File: src/rtl/uart_mmio_pkg.sv
// Shared constants for the memory-mapped UART: bus addresses, CON bit positions
// and the state encoding used by both the TX and RX state machines.
package uart_mmio_pkg;

    localparam logic [31:0] UART_TXD_ADDR = 32'h4000_0018;
    localparam logic [31:0] UART_RXD_ADDR = 32'h4000_001C;
    localparam logic [31:0] UART_CON_ADDR = 32'h4000_0020;

    localparam int CON_TX_IRQ_EN  = 0;
    localparam int CON_RX_IRQ_EN  = 1;
    localparam int CON_TX_DONE    = 2;
    localparam int CON_RX_READY   = 3;
    localparam int CON_TX_BUSY    = 4;
    localparam int CON_RX_OVERRUN = 5;
    localparam int CON_WIDTH      = 9;

    typedef enum logic [1:0] {
        IDLE  = 2'd0,
        START = 2'd1,
        DATA  = 2'd2,
        STOP  = 2'd3
    } uart_state_t;

endpackage

File: src/rtl/uart_rx_core.sv
// UART receiver: 2-flop synchroniser, 8N1 deserialiser with mid-bit sampling.
// Emits the received byte with a one-cycle byte_valid_o pulse; framing errors are dropped.
module uart_rx_core
    import uart_mmio_pkg::*;
#(
    parameter int CLKS_PER_BIT = 868
) (
    input  logic       clk,
    input  logic       rst_n_i,
    input  logic       rxd_i,
    output logic [7:0] byte_o,
    output logic       byte_valid_o
);

    localparam int CW = $clog2(CLKS_PER_BIT);
    localparam logic [CW-1:0] CNT_LAST = CW'(CLKS_PER_BIT - 1);
    localparam logic [CW-1:0] CNT_HALF = CW'(CLKS_PER_BIT / 2 - 1);

    logic          sync1_q, sync2_q;
    uart_state_t   state_q, state_d;
    logic [CW-1:0] cnt_q, cnt_d;
    logic [2:0]    bit_q, bit_d;
    logic [7:0]    shift_q, shift_d;
    logic          valid_q, valid_d;

    always_ff @(posedge clk or negedge rst_n_i) begin
        if (!rst_n_i) begin
            sync1_q <= 1'b1;
            sync2_q <= 1'b1;
            state_q <= IDLE;
            cnt_q   <= '0;
            bit_q   <= '0;
            shift_q <= '0;
            valid_q <= 1'b0;
        end else begin
            sync1_q <= rxd_i;
            sync2_q <= sync1_q;
            state_q <= state_d;
            cnt_q   <= cnt_d;
            bit_q   <= bit_d;
            shift_q <= shift_d;
            valid_q <= valid_d;
        end
    end

    always_comb begin
        state_d = state_q;
        cnt_d   = cnt_q + 1'b1;
        bit_d   = bit_q;
        shift_d = shift_q;
        valid_d = 1'b0;
        unique case (state_q)
            IDLE: begin
                cnt_d = '0;
                // The detection cycle already counts toward the half-bit delay.
                if (!sync2_q) begin
                    state_d = START;
                    cnt_d   = CW'(1);
                end
            end
            START: begin
                if (cnt_q == CNT_HALF) begin
                    cnt_d   = '0;
                    bit_d   = '0;
                    state_d = sync2_q ? IDLE : DATA;
                end
            end
            DATA: begin
                if (cnt_q == CNT_LAST) begin
                    cnt_d   = '0;
                    shift_d = {sync2_q, shift_q[7:1]};
                    bit_d   = bit_q + 3'd1;
                    if (bit_q == 3'd7) state_d = STOP;
                end
            end
            STOP: begin
                if (cnt_q == CNT_LAST) begin
                    cnt_d   = '0;
                    state_d = IDLE;
                    valid_d = sync2_q;
                end
            end
            default: state_d = IDLE;
        endcase
    end

    assign byte_o       = shift_q;
    assign byte_valid_o = valid_q;

endmodule

File: src/rtl/uart_mmio.sv
// Memory-mapped UART at 0x4000_0018..0x4000_0020: bus decode, TX FSM and CON/TXD/RXD registers.
// Optional overrun flag in CON[5] is built only when UART_RX_OVERRUN_EN is defined.
module uart_mmio
    import uart_mmio_pkg::*;
#(
    parameter int CLKS_PER_BIT = 868
) (
    input  logic        clk,
    input  logic        reset,
    input  logic        MemRead,
    input  logic        MemWrite,
    input  logic [31:0] Address,
    input  logic [31:0] Write_data,
    output logic [31:0] Read_data,
    input  logic        uart_rxd,
    output logic        uart_txd,
    output logic        irq
);

    localparam int CW = $clog2(CLKS_PER_BIT);
    localparam logic [CW-1:0] CNT_LAST = CW'(CLKS_PER_BIT - 1);

    logic sel_txd, sel_rxd, sel_con;
    logic tx_start, con_wr, con_rd, rxd_rd, tx_end, tx_busy;

    uart_state_t   tx_state_q, tx_state_d;
    logic [CW-1:0] tx_cnt_q, tx_cnt_d;
    logic [2:0]    tx_bit_q, tx_bit_d;
    logic [7:0]    txd_q, txd_d;
    logic [7:0]    rxd_q, rxd_d;
    logic [1:0]    irq_en_q, irq_en_d;
    logic          tx_done_q, tx_done_d;
    logic          rx_ready_q, rx_ready_d;
    logic          rx_overrun;

    logic [7:0]    rx_byte;
    logic          rx_byte_valid;
    logic [CON_WIDTH-1:0] con_val;
    logic          unused_wdata;

    assign sel_txd  = (Address == UART_TXD_ADDR);
    assign sel_rxd  = (Address == UART_RXD_ADDR);
    assign sel_con  = (Address == UART_CON_ADDR);
    assign tx_busy  = (tx_state_q != IDLE);
    assign tx_start = MemWrite && sel_txd && !tx_busy;
    assign con_wr   = MemWrite && sel_con;
    assign con_rd   = MemRead && sel_con;
    assign rxd_rd   = MemRead && sel_rxd;
    assign tx_end   = (tx_state_q == STOP) && (tx_cnt_q == CNT_LAST);
    assign unused_wdata = ^Write_data[31:8];

    uart_rx_core #(.CLKS_PER_BIT(CLKS_PER_BIT)) u_rx (
        .clk          (clk),
        .rst_n_i      (reset),
        .rxd_i        (uart_rxd),
        .byte_o       (rx_byte),
        .byte_valid_o (rx_byte_valid)
    );

    always_ff @(posedge clk or negedge reset) begin
        if (!reset) begin
            tx_state_q <= IDLE;
            tx_cnt_q   <= '0;
            tx_bit_q   <= '0;
            txd_q      <= '0;
            rxd_q      <= '0;
            irq_en_q   <= '0;
            tx_done_q  <= 1'b0;
            rx_ready_q <= 1'b0;
        end else begin
            tx_state_q <= tx_state_d;
            tx_cnt_q   <= tx_cnt_d;
            tx_bit_q   <= tx_bit_d;
            txd_q      <= txd_d;
            rxd_q      <= rxd_d;
            irq_en_q   <= irq_en_d;
            tx_done_q  <= tx_done_d;
            rx_ready_q <= rx_ready_d;
        end
    end

    always_comb begin
        tx_state_d = tx_state_q;
        tx_cnt_d   = tx_cnt_q + 1'b1;
        tx_bit_d   = tx_bit_q;
        txd_d      = txd_q;
        uart_txd   = 1'b1;
        unique case (tx_state_q)
            IDLE: begin
                tx_cnt_d = '0;
                if (tx_start) begin
                    txd_d      = Write_data[7:0];
                    tx_bit_d   = '0;
                    tx_state_d = START;
                end
            end
            START: begin
                uart_txd = 1'b0;
                if (tx_cnt_q == CNT_LAST) begin
                    tx_cnt_d   = '0;
                    tx_state_d = DATA;
                end
            end
            DATA: begin
                uart_txd = txd_q[tx_bit_q];
                if (tx_cnt_q == CNT_LAST) begin
                    tx_cnt_d = '0;
                    tx_bit_d = tx_bit_q + 3'd1;
                    if (tx_bit_q == 3'd7) tx_state_d = STOP;
                end
            end
            STOP: begin
                if (tx_cnt_q == CNT_LAST) begin
                    tx_cnt_d   = '0;
                    tx_state_d = IDLE;
                end
            end
            default: tx_state_d = IDLE;
        endcase
    end

    // Set beats a same-cycle clear for both status flags.
    always_comb begin
        irq_en_d   = con_wr ? Write_data[1:0] : irq_en_q;
        tx_done_d  = tx_end ? 1'b1 : (con_rd ? 1'b0 : tx_done_q);
        rx_ready_d = rx_byte_valid ? 1'b1 : (rxd_rd ? 1'b0 : rx_ready_q);
        rxd_d      = rx_byte_valid ? rx_byte : rxd_q;
    end

`ifdef UART_RX_OVERRUN_EN
    logic rx_overrun_q, rx_overrun_d;

    always_comb begin
        rx_overrun_d = (rx_byte_valid && rx_ready_q) ? 1'b1 : (con_rd ? 1'b0 : rx_overrun_q);
    end

    always_ff @(posedge clk or negedge reset) begin
        if (!reset) rx_overrun_q <= 1'b0;
        else        rx_overrun_q <= rx_overrun_d;
    end

    assign rx_overrun = rx_overrun_q;
`else
    assign rx_overrun = 1'b0;
`endif

    assign con_val = {3'b000, rx_overrun, tx_busy, rx_ready_q, tx_done_q, irq_en_q};
    assign irq = (irq_en_q[CON_TX_IRQ_EN] && tx_done_q) || (irq_en_q[CON_RX_IRQ_EN] && rx_ready_q);

    always_comb begin
        Read_data = '0;
        if (MemRead) begin
            if (sel_txd)      Read_data = {24'd0, txd_q};
            else if (sel_rxd) Read_data = {24'd0, rxd_q};
            else if (sel_con) Read_data = {{(32 - CON_WIDTH){1'b0}}, con_val};
        end
    end

endmodule

File: config.mk
export PLATFORM = sky130hd
export DESIGN_NAME = uart_mmio
export DESIGN_NICKNAME = d
export VERILOG_FILES = /design/src/rtl/uart_mmio_pkg.sv /design/src/rtl/uart_rx_core.sv /design/src/rtl/uart_mmio.sv
export SDC_FILE = /design/constraint.sdc
export NUM_CORES = 1
export LEC_CHECK = 0
export ABC_CLOCK_PERIOD_IN_PS = 3990
export CAP_MARGIN = 5
export CORE_ASPECT_RATIO = 1.2
export CORE_UTILIZATION = 50
export CTS_CLUSTER_DIAMETER = 80
export DETAILED_ROUTE_END_ITERATION = 6
export PLACE_DENSITY = 0.8
export SYNTH_ARGS = -nofsm -noshare
export SYNTH_HDL_FRONTEND = slang
export SYNTH_SLANG_ARGS = --single-unit
File: constraint.sdc
create_clock -name clk -period 3.99 [get_ports clk]
set_input_delay 0.5985 -clock clk [delete_from_list [all_inputs] [get_ports clk]]
set_output_delay 0.5985 -clock clk [all_outputs]
set_load 0.01 [all_outputs]
==> impl_metrics.csv <==
group,metric,value,unit
drt,firstDrtPassIters,4,
power,leakage,1.866,nW
synthesis,synth.top_cell.area_share,0.4329,
cells_and_area,drive_gt1_frac,0.1360,
placed_design,port_buffers,54,
drt,routed_wl,6657,microns
timing,period_minus_slack,3.548,ns
clocking,clk_pin_slew_worst_paths,0.08,ns
setup_path,crit_chain,"clkdlybuf4s50_1 > or4_1 > nand3b_1 > nor2_1 > nand2_1 > a211oi_1 > clkdlybuf4s50_1",
timing,setup_violations,0,
clocking,cts_resized,0,
clocking,clk_path_buf_depth,2,
cells_and_area,area_delta_synth_final,23.70,%
timing,fmax,281.9,MHz
floorplan,dieArea,7157,sq um
clocking,cts_hold_repair.buffers,0,
grt,antenna_found_initial,0,
clocking,cts_tree,"yes",
placed_design,gp_congestion,0.7637,
synthesis,yosys-top-cells-count,"dfrtp_1 (59), nor2_1 (28), buf_4 (24), inv_1 (23), mux2_2 (22)",
timing,whs,0.3388,ns
timing,slew_viol_final,0,
setup_path,max_stage_delay,0.58,ns
synthesis,synth.distinct_cells,46,
floorplan,die_height,92.48,microns
synthesis,ys.flop_type,"dfrtp_1",
placed_design,dpl.hpwl,4893,microns
grt,grt_first_pass_wirelength,11390,microns
synthesis,yosys_warnings,0,
floorplan,fp.dieW,77.40,microns
timing,setup_tns,0,ns
synthesis,synth_largest_area_cell,"dfrtp_1",
drt,via_per_inst,5.207,
placed_design,dpl.cell_count,466,
setup_path,arrival,2.95,ns
clocking,numCtsBuffers,9,
synthesis,async_reset_ff_frac,1.000,
synthesis,synth_edf_count,0,
timing,period_share,0.8892,
synthesis,synth.avg_cell_area,10.18,sq um
floorplan,fp.coreArea,6526,sq um
setup_path,cpMostUsedCell,"clkdlybuf4s50_1",
setup_path,cp.required,3.39,ns
setup_path,slowest_stage,"clkdlybuf4s50_1",
drt,postRouteAntennaNets,0,
drt,drc,0,
synthesis,yosysMostFrequentCell,"dfrtp_1",
grt,grt_start_max_net_pins,36,
clocking,postCtsSetupBuffers,0,
synthesis,netlist_top_cells_area,"dfrtp_1 (43%), mux2_2 (7.3%), ha_1 (6.2%), buf_4 (5.3%), nor2_1 (3.1%)",
setup_path,path_depth,7,
timing,worst-slew-pin-transition,0.7732,ns
setup_path,path_buf_inv,2,
grt,grt_pass1_vias,2570,
cells_and_area,stdcell_area,4219,sq um
floorplan,rows,32,
timing,rsz0062_at_grt,"no",
synthesis,yosys_register_bits,61,
drt,drt_iter0_markers,124,
run,cap_violations,0,
grt,grt_usage,0.2016,
floorplan,start_util,0.5226,
drt,wl_per_cell,13.81,microns
placed_design,pre_cts_ws,0.4562,ns
synthesis,netlist_area,3411,sq um
timing,slew_headroom,0.4845,
cells_and_area,diodes,0,
drt,vias,2510,
timing,skew,0.01077,ns
clocking,cts_root_buffer,"clkbuf_8",
synthesis,synth.yosys.seq_area_share,0.4483,
cells_and_area,fin_nets,478,
grt,grt-ovfl-total,0,
setup_path,critPathLaunchType,"input pin",
setup_path,r2r_cells,4,
timing,fin_ws,0.4421,ns
setup_path,crit_family,"simple AND/OR/NAND/NOR gates",
outcome,status,"completed",
floorplan,io_pins,103,
placed_design,placed_area,3950,sq um
setup_path,path_class,"in2out",
clocking,htreeDepth,3,
setup_path,cp-end-kind,"output port",
timing,hold_viol,0,
clocking,clock_latency,0.33,ns
hold_path,holdCritPathClass,"in2async",
setup_path,cp_max_fo,9,
power,ir_worst_vdd,0.0003495,V
power,power_density,339.4,nW/um^2
cells_and_area,fin_cells,482,
synthesis,synthCells,335,
clocking,clock_sinks,61,
power by group:
group / switching (mW) / internal [mW]
clock: 0.253 / 0.481
sequential: 0.000984 / 0.620
combinational: 0.0348 / 0.0419
total: 0.289 / 1.14
layout make-up:
cell class | instances | area (sq um)
Multi-Input combinational cell | 238 | 1655
Clock inverter | 7 | 145.1
Inverter | 23 | 86.33
Timing Repair Buffer | 59 | 573.1
Fill cell | 486 | 2307
Clock buffer | 9 | 123.9
Tap cell | 85 | 106.4
Sequential cell | 61 | 1529
cell families after synthesis:
logic type               synth area share
other                            0.001099
flip-flops                         0.4483
XOR/XNOR                          0.03852
AND/OR/NAND/NOR                    0.1662
adder cells (fa/ha/maj)           0.06236
buffers and inverters             0.09171
multiplexers                       0.1126
AO/OA/AOI/OAI                     0.07924
per-stage QoR:
| step | total power [mW] | util |
|---|---|---|
| CTS | 1.446 | 0.6465 |
| global route | 1.478 | 0.6465 |
| detailed placement | 0.7099 | 0.6053 |
| floorplan | 0.6675 | - |
| finish | 1.432 | 0.6465 |
| global placement | 0.7085 | 0.6053 |
path summary, 6_finish.rpt:
kind,slack [ns],from,to
min in group clk,0.38,u_rx.sync1_q,u_rx.sync2_q
hold reg to reg,0.38,u_rx.sync1_q,u_rx.sync2_q
setup / recovery,0.44,Address[14],Read_data[4]
setup reg to reg,1.76,u_rx.cnt_q[2],u_rx.byte_o[6]
max in group asynchronous,2.81,reset,u_rx.cnt_q[1]
hold / removal,0.34,reset,tx_cnt_q[3]
sequential cells by signal, indices dropped and copies added (netlist names), named ones only:
name / cells
irq_en_q: 2
u_rx.sync2_q: 1
rx_ready_q: 1
u_rx.byte_o: 8
u_rx.state_q: 1
tx_bit_q: 3
u_rx.cnt_q: 10
u_rx.sync1_q: 1
txd_q: 8
u_rx.bit_q: 3
u_rx.byte_valid_o: 1
tx_state_q: 2
rxd_q: 8
tx_done_q: 1
tx_cnt_q: 10
layout by cell type (no fill, tap or decap), drive strengths merged, types with 3 or more instances in the layout:
master,n
or2,3
bufinv,4
xnor2,6
dfrtp,59
conb,24
o21ai,7
nor3,3
nand3,15
and3,4
inv,24
xor2,9
mux2i,8
a211oi,5
nor2,28
mux2,23
a21oi,16
clkbuf,9
nand3b,6
ha,17
clkdlybuf4s50,53
nand4,4
or4,4
buf,6
nor4b,4
nor4,6
nand2,20
per-layer routing:
layer | vias up | routed length [microns] | part of all wire | track usage
met1 | 1214 | 2764 | 0.42 | 0.2361
met3 | 8 | 334 | 0.050 | 0.05222
met4 | 0 | 93 | 0.014 | 0.06918
met2 | 62 | 3464 | 0.52 | 0.3555
li1 | 1226 | - | - | -
met5 | - | 0 | 0 | 0
(Power assumes the default switching activity.)
